$ cat src/rtl/iob_merge_arb.sv
// Round-robin grant arbiter driving the select input of the N-to-1 IOb merge.
// Latency: grant registered one cycle after a request is seen in IDLE; release one cycle after completion.
// Backpressure: a held grant waits on ready_i (and rvalid_i for reads); other requests stay pending.
module iob_merge_arb #(
    parameter int N         = 4,
    parameter int TIMEOUT_W = 8
) (
    input  logic                                 clk_i,
    input  logic                                 cke_i,
    input  logic                                 rst_i,
    input  logic [N-1:0]                         req_i,
    input  logic [N-1:0]                         wr_i,
    input  logic                                 ready_i,
    input  logic                                 rvalid_i,
    output logic [N-1:0]                         grant_o,
    output logic [$clog2(N)+($clog2(N)==0)-1:0]  sel_o,
    output logic                                 busy_o,
    output logic                                 timeout_o
);

    localparam int NBITS = $clog2(N) + ($clog2(N) == 0);
    localparam logic [TIMEOUT_W-1:0] WD_MAX = '1;

    typedef enum logic [1:0] {
        IDLE   = 2'd0,
        GRANT  = 2'd1,
        WAIT_R = 2'd2
    } state_t;

    state_t               state_q, state_d;
    logic [NBITS-1:0]     ptr_q, ptr_d;
    logic [NBITS-1:0]     sel_q, sel_d;
    logic [N-1:0]         grant_q, grant_d;
    logic [TIMEOUT_W-1:0] wdog_q, wdog_d;
    logic                 tmo_q, tmo_d;

    // Arbitration scratch: first requester at or after ptr, wrapping.
    logic                 found;
    logic [NBITS-1:0]     pick;
    logic [N-1:0]         pick_oh;
    logic [NBITS-1:0]     ptr_after;
    logic [TIMEOUT_W-1:0] wdog_inc;
    logic                 cur_req;
    logic                 cur_wr;
    logic                 rel;

    // Round-robin search: first pass covers ptr..N-1, second pass wraps to 0..ptr-1.
    always_comb begin
        found   = 1'b0;
        pick    = '0;
        pick_oh = '0;
        for (int k = 0; k < N; k++) begin
            if (!found && req_i[k] && (k >= int'(ptr_q))) begin
                found      = 1'b1;
                pick       = NBITS'(k);
                pick_oh    = '0;
                pick_oh[k] = 1'b1;
            end
        end
        for (int k = 0; k < N; k++) begin
            if (!found && req_i[k]) begin
                found      = 1'b1;
                pick       = NBITS'(k);
                pick_oh    = '0;
                pick_oh[k] = 1'b1;
            end
        end
    end

    // Next-state and next-output logic; every release advances ptr past the granted index.
    always_comb begin
        state_d   = state_q;
        ptr_d     = ptr_q;
        sel_d     = sel_q;
        grant_d   = grant_q;
        wdog_d    = wdog_q;
        tmo_d     = 1'b0;
        rel       = 1'b0;
        cur_req   = req_i[sel_q];
        cur_wr    = wr_i[sel_q];
        wdog_inc  = (wdog_q == WD_MAX) ? wdog_q : wdog_q + 1'b1;
        ptr_after = (int'(sel_q) >= N - 1) ? '0 : sel_q + 1'b1;

        case (state_q)
            IDLE: begin
                if (found) begin
                    state_d = GRANT;
                    grant_d = pick_oh;
                    sel_d   = pick;
                end
            end
            GRANT: begin
                if (!cur_req) begin
                    // Manager withdrew before acceptance.
                    rel = 1'b1;
                end else if (ready_i) begin
                    if (cur_wr || rvalid_i) begin
                        rel = 1'b1;
                    end else begin
                        state_d = WAIT_R;
                        wdog_d  = '0;
                    end
                end
            end
            WAIT_R: begin
                if (rvalid_i) begin
                    rel = 1'b1;
                end else begin
                    wdog_d = wdog_inc;
                    if (wdog_inc == WD_MAX) begin
                        tmo_d = 1'b1;
                        rel   = 1'b1;
                    end
                end
            end
            default: begin
                state_d = IDLE;
                grant_d = '0;
                sel_d   = '0;
            end
        endcase

        if (rel) begin
            state_d = IDLE;
            grant_d = '0;
            sel_d   = '0;
            ptr_d   = ptr_after;
        end
    end

    // State register: reset wins over clock enable; cke_i low freezes everything.
    always_ff @(posedge clk_i) begin
        if (rst_i) begin
            state_q <= IDLE;
            ptr_q   <= '0;
            sel_q   <= '0;
            grant_q <= '0;
            wdog_q  <= '0;
            tmo_q   <= 1'b0;
        end else if (cke_i) begin
            state_q <= state_d;
            ptr_q   <= ptr_d;
            sel_q   <= sel_d;
            grant_q <= grant_d;
            wdog_q  <= wdog_d;
            tmo_q   <= tmo_d;
        end
    end

    assign grant_o   = grant_q;
    assign sel_o     = sel_q;
    assign busy_o    = (state_q != IDLE);
    assign timeout_o = tmo_q;

endmodule

$ cat config.mk
export PLATFORM = sky130hd
export DESIGN_NAME = iob_merge_arb
export DESIGN_NICKNAME = d
export VERILOG_FILES = /design/src/rtl/iob_merge_arb.sv
export SDC_FILE = /design/constraint.sdc
export NUM_CORES = 1
export LEC_CHECK = 0
export CAP_MARGIN = 10
export CORE_MARGIN = 10
export CORE_UTILIZATION = 35
export CTS_CLUSTER_SIZE = 28
export DETAILED_ROUTE_END_ITERATION = 7
export DONT_BUFFER_PORTS = 1
export HOLD_SLACK_MARGIN = 0.08
export RECOVER_POWER = 50
export SLEW_MARGIN = 20
export SYNTH_ARGS = -nofsm -noshare
export SYNTH_HDL_FRONTEND = slang
export SYNTH_SLANG_ARGS = --single-unit
$ cat constraint.sdc
create_clock -name clk_i -period 2.25 [get_ports clk_i]
set_input_delay 0.45 -clock clk_i [delete_from_list [all_inputs] [get_ports clk_i]]
set_output_delay 0.45 -clock clk_i [all_outputs]
set_load 0.03 [all_outputs]
* Word level (Yosys, flattened, before mapping)
Index checks and enable logic that the tools add are counted.
** Word-level totals
- RAM bits :: 0
- Memory bits (read-only) :: 0
- Register bits after elaboration :: 19
- Latch bits :: 0
- Memories :: 0
** Operators by class
- Equal/unequal tests :: 14
- Divide/modulo/power cells :: 0
- Add/sub/neg operators :: 2
- Reductions and logical operators :: 26
- Bitwise logic cells :: 0
- Magnitude comparators :: 5
- Mux-type cells :: 54
- Multipliers :: 0
- Shifts and indexed selects :: 0
** Operators with widths (count)
- two-way mux 8 bit :: 5
- two-way mux 4 bit :: 8
- two-way mux 2 bit :: 15
- two-way mux 1 bit :: 19
- == test 8 bit, second input constant :: 2
- case mux 8 bit (2 select lines) :: 1
- inequality test 3 bit, second input constant :: 4
- AND reduction 6 bit :: 2
- logical AND 1 bit :: 10
- inequality test 2 bit, second input constant :: 5
- adder 8 x 1 -> 8 bit, second input constant :: 1
- case mux 4 bit (2 select lines) :: 1
- logical NOT 1 bit :: 7
- case mux 2 bit (3 select lines) :: 1
- binary-select mux 1 bit (select 2 bit) :: 2
- >= comparator 1 x 2 -> 1 bit, first input constant :: 2
- case mux 2 bit (2 select lines) :: 1
- nonzero test 2 bit :: 2
- < comparator 2 x 3 -> 1 bit, second input constant :: 1
- AND reduction 3 bit :: 1
- adder 2 x 1 -> 2 bit, second input constant :: 1
- == test 2 x 1 -> 1 bit, second input constant :: 1
- == test 2 bit, second input constant :: 1
- >= comparator 2 bit, first input constant :: 1
- 7 further kinds :: 7

* Logic depth before layout (Yosys ltp)
- Depth in word-level cells :: 29
- Depth in mapped cells :: 9
- Gate-level depth less buffers :: 8

* Worst setup path after synthesis
OpenSTA, ideal clock, no wires.
- Path type :: register to register
- From :: register sel_q[0] (netlist: sel_o[0])
- To :: register wdog_q[6]
- Cell stages (with the launch flop) :: 7
- Setup slack :: 0.030 ns
- Data arrival time :: 2.133 ns
- Buffers on the path :: 1
- Cell sequence :: dfxtp_1 > mux4_2 > nand4bb_1 > a211oi_2 > buf_4 > nand3_1 > a221oi_2
** Between the ends
- Word-level cells in the longest chain between the ends :: 5
** RTL lines
- from (decl) :: RTL line 32 : logic [NBITS-1:0] sel_q, sel_d;
- from (signal assigned) :: RTL line 143 : sel_q <= sel_d;
- binary-select mux 1 bit (select 2 bit) :: RTL line 80 : cur_wr = wr_i[sel_q];
- two-way mux 1 bit (not written as such) :: RTL line 80
- logical OR 1 bit :: RTL line 97 : if (cur_wr || rvalid_i) begin
- inequality test 2 bit (no line)
- AND reduction 6 bit (no line) (*)
- to (signal assigned) :: RTL line 145 : wdog_q <= wdog_d;
- to (decl) :: RTL line 34 : logic [TIMEOUT_W-1:0] wdog_q, wdog_d;
Mark *: on every way between the ends. The rest lies on a longest branch, timed or not. The select of a mux whose other input is x is not followed.
A chain may end at the register's enable or synchronous reset.

* Worst setup path after layout
- From :: register sel_q[0] (netlist: sel_o[0])
- To :: register wdog_q[4]
Same word-level chain as after synthesis.

==> impl_results.md <==
- # rows: 22
- DP Worst Slack: 0.08326 ns
- Logic pwr share: 0.223
- Seq cells post-synth: 19
- Top cells by area, synth: dfxtp_1 28%, ha_1 6.4%, a21oi_1 5.9%
- Via density: 5.668
- Global-route wire length before repair: 5561 um
- CTS tree: built
- Initial antenna violation count: 0
- Util after Layout: 0.4077
- DRC violations left: 0
- FMAX: roughly 0.47 GHz
- Initial core utilization: 0.3680
- Register area share after synthesis: 0.2781
- Leakage: between 0.5 and 0.6 nW
- Final wirelength: roughly 3400 um
- Clock Sink Count: 19
- Die Y: 82.51 um
- Sw Ratio: 0.3008
- Commonest cells post-synth: 19 x dfxtp_1, 16 x a21oi_1, 16 x inv_1
- Arr. time, crit path: 2.30 ns
- Sequential Power Share: 0.471
- Crit-path slowest cell: mux4_2
- Status: completed
- Yosys top cell area share: 0.2781
- Vias in the first global route: 1,199
- Worst path cell trace: mux4_2, nand4bb_1, a211oi_2, buf_4, a41oi_1, a211oi_1
- Post-synth cell types: 51
- I/O Pins: 21
- DR vias: 1,264
- Worst ir drop on vdd: 302.6 uV
- Fillers: 382
- Max-cap viol count: 0
- Largest area contributor in the netlist: dfxtp_1
- DP Cell Count: 219
- Setup TNS: 0 ns
- Antenna Violating Nets Remaining: 0
- CTS root buffer: clkbuf_8
- WL/cell: 15.44 um
- Final #Nets: around 200
- Finished Layout Cells: 223
- Internal power: 0.0005481 W
- Largest net degree at the start of global routing: 17
- TritonCTS buffer count: 3
- Sw Pwr: 0.0002358 W
- Slew of the pin with the lowest slew margin: around 0.37 ns
- Post-synth ARST share: 0
- # diodes: 0
- Required time of the critical path: 2.41 ns
- Most frequent cell after synthesis: dfxtp_1
- Power Density: ~520 mW/mm2
- Setup WS post-layout: roughly 0.11 ns
- Setup crit start kind: flop
- Std-Cell Core Area: about 0.0037 mm2
- Endpoints failing setup: 0
- Total grt overflow: 0
- Fin Clk Skew: 0.003483 ns
- Crit path time final: 2.141 ns
- Clock Latency Late Sink: 0.25 ns
- Slew HR: 0.7509
- Clock Pin Slew Worst Setup and Hold Paths: 0.07 ns
- Mean post-synth cell area: just over 8 um2
- Crit path largest cell delay: roughly 0.51 ns
- Share of layout cells above drive strength 1: 0.1829
- Critical Path Fanout Max: 7
- Die Span X: 82.51 um
- Clock Power Share: 0.306
- Post-CTS setup buffer count: 0
- Post-cts hold buffer count: 0
- HP Class: primary input to flop
- EDFF count, synth: 0
- Cell area after synthesis: about 0.0014 mm2
- Post-cts resize count: 0
- Synthesized Nets: 186
- Unrepaired setup endpoints after global routing: no
- GP Congestion: 0.8548
- Number of port buffers: 0
- Synth-to-Final Area Change: 10.80%
- Primary FF master, synth: dfxtp_1
- Final Slew Violations: 0
- Syn. warnings: 0
- Setup crit end kind: flop
- Post-DP HPWL: approximately 2700 um
- Syn Inst Count: 166
- Final worst-path cycle share: 0.9516
- Final Hold Vio Count: 0
- Die area: about 0.0068 mm2
- Number of H-tree levels: 1
- Initial DRC count: 115
- Deepest clock path buffer count: 2
- Pre-antenna DRT Iters: 4
- Total track usage: 0.1021
- Worst Path Class, Setup: flop to flop
-- final timing paths --
kind         startpoint          to  slack [ns]  cells past startpoint
max            sel_o[0]   wdog_q[4]        0.11                      6
max reg2reg    sel_o[0]   wdog_q[4]        0.11                      6
min               rst_i   wdog_q[6]        0.25                      1
min reg2reg  state_q[0]  state_q[0]        0.52                      2
-- power by group through the flow --
stage | clock network (W) | logic [W] | registers [W]
after CTS | 0.000246 | 0.000177 | 0.000369
final | 0.000240 | 0.000175 | 0.000369
after global routing | 0.000268 | 0.000195 | 0.000371
after global placement | 0 | 0.000172 | 0.000376
after detailed placement | 0 | 0.000177 | 0.000377
after floorplan | 0 | 0.000128 | 0.000379
-- final cells by class --
cell class | count | area (um2) | area share
multi-input combinational | 123 | 877.1 | 0.5789
inverter | 16 | 60.06 | 0.03964
timing repair buffer | 13 | 90.09 | 0.05946
tap | 48 | 60.06 | 0.03964
clock buffer | 4 | 45.04 | 0.02973
sequential | 19 | 382.9 | 0.2527
-- cells in the final DEF (no fill, tap or decap), types with 3 or more instances in the layout --
| cell | n |
|---|---|
| mux2i_1 | 3 |
| clkbuf_1 | 3 |
| o21ai_0 | 5 |
| ha_1 | 6 |
| nand2_1 | 12 |
| dfxtp_1 | 17 |
| nand3_1 | 13 |
| nor2_1 | 10 |
| inv_1 | 16 |
| a211oi_1 | 3 |
| buf_4 | 11 |
| clkbuf_8 | 3 |
| a21oi_1 | 16 |
| o21ai_1 | 8 |
-- sequential cells by signal, indices dropped and copies added (netlist names) --
| register | count |
|---|---|
| grant_o | 4 |
| timeout_o | 1 |
| wdog_q | 8 |
| state_q | 2 |
| ptr_q | 2 |
| sel_o | 2 |
-- per-stage QoR --
step / power, W / area, um2 / hold WS [ns]
after CTS: 0.0007933 / 1516 / 0.2463
after floorplan: 0.0005075 / 1368 / 0.4775
after global placement: 0.0005483 / 1471 / 0.4915
after global routing: 0.0008343 / 1515 / 0.2397
after detailed placement: 0.0005537 / 1471 / 0.5208
final: 0.0007839 / 1515 / 0.2543
-- cell families after synthesis --
family / Yosys count / synth area share
compound gates: 57 / 0.3028
simple gates: 52 / 0.2022
buf+inv: 24 / 0.08325
flops: 19 / 0.2781
fa+ha+maj: 7 / 0.06404
mux: 6 / 0.06313
xor+xnor: 1 / 0.006406
-- metal layers --
layer	global-route usage	share of wire
met4	0.03010	0.0023
met5	0	0
met3	0.03672	0.076
met2	0.1711	0.50
met1	0.1197	0.42
-- worst max-delay path, delay by kind of cell, from the launching register on --
family | cells | cell delay, ns
AOI/OAI and AO/OA | 3 | 0.73
buffers and inverters | 1 | 0.21
DFF | 1 | 0.35
muxes | 1 | 0.51
and+or+nand+nor | 1 | 0.24
Power figures use the tool's default switching activity.
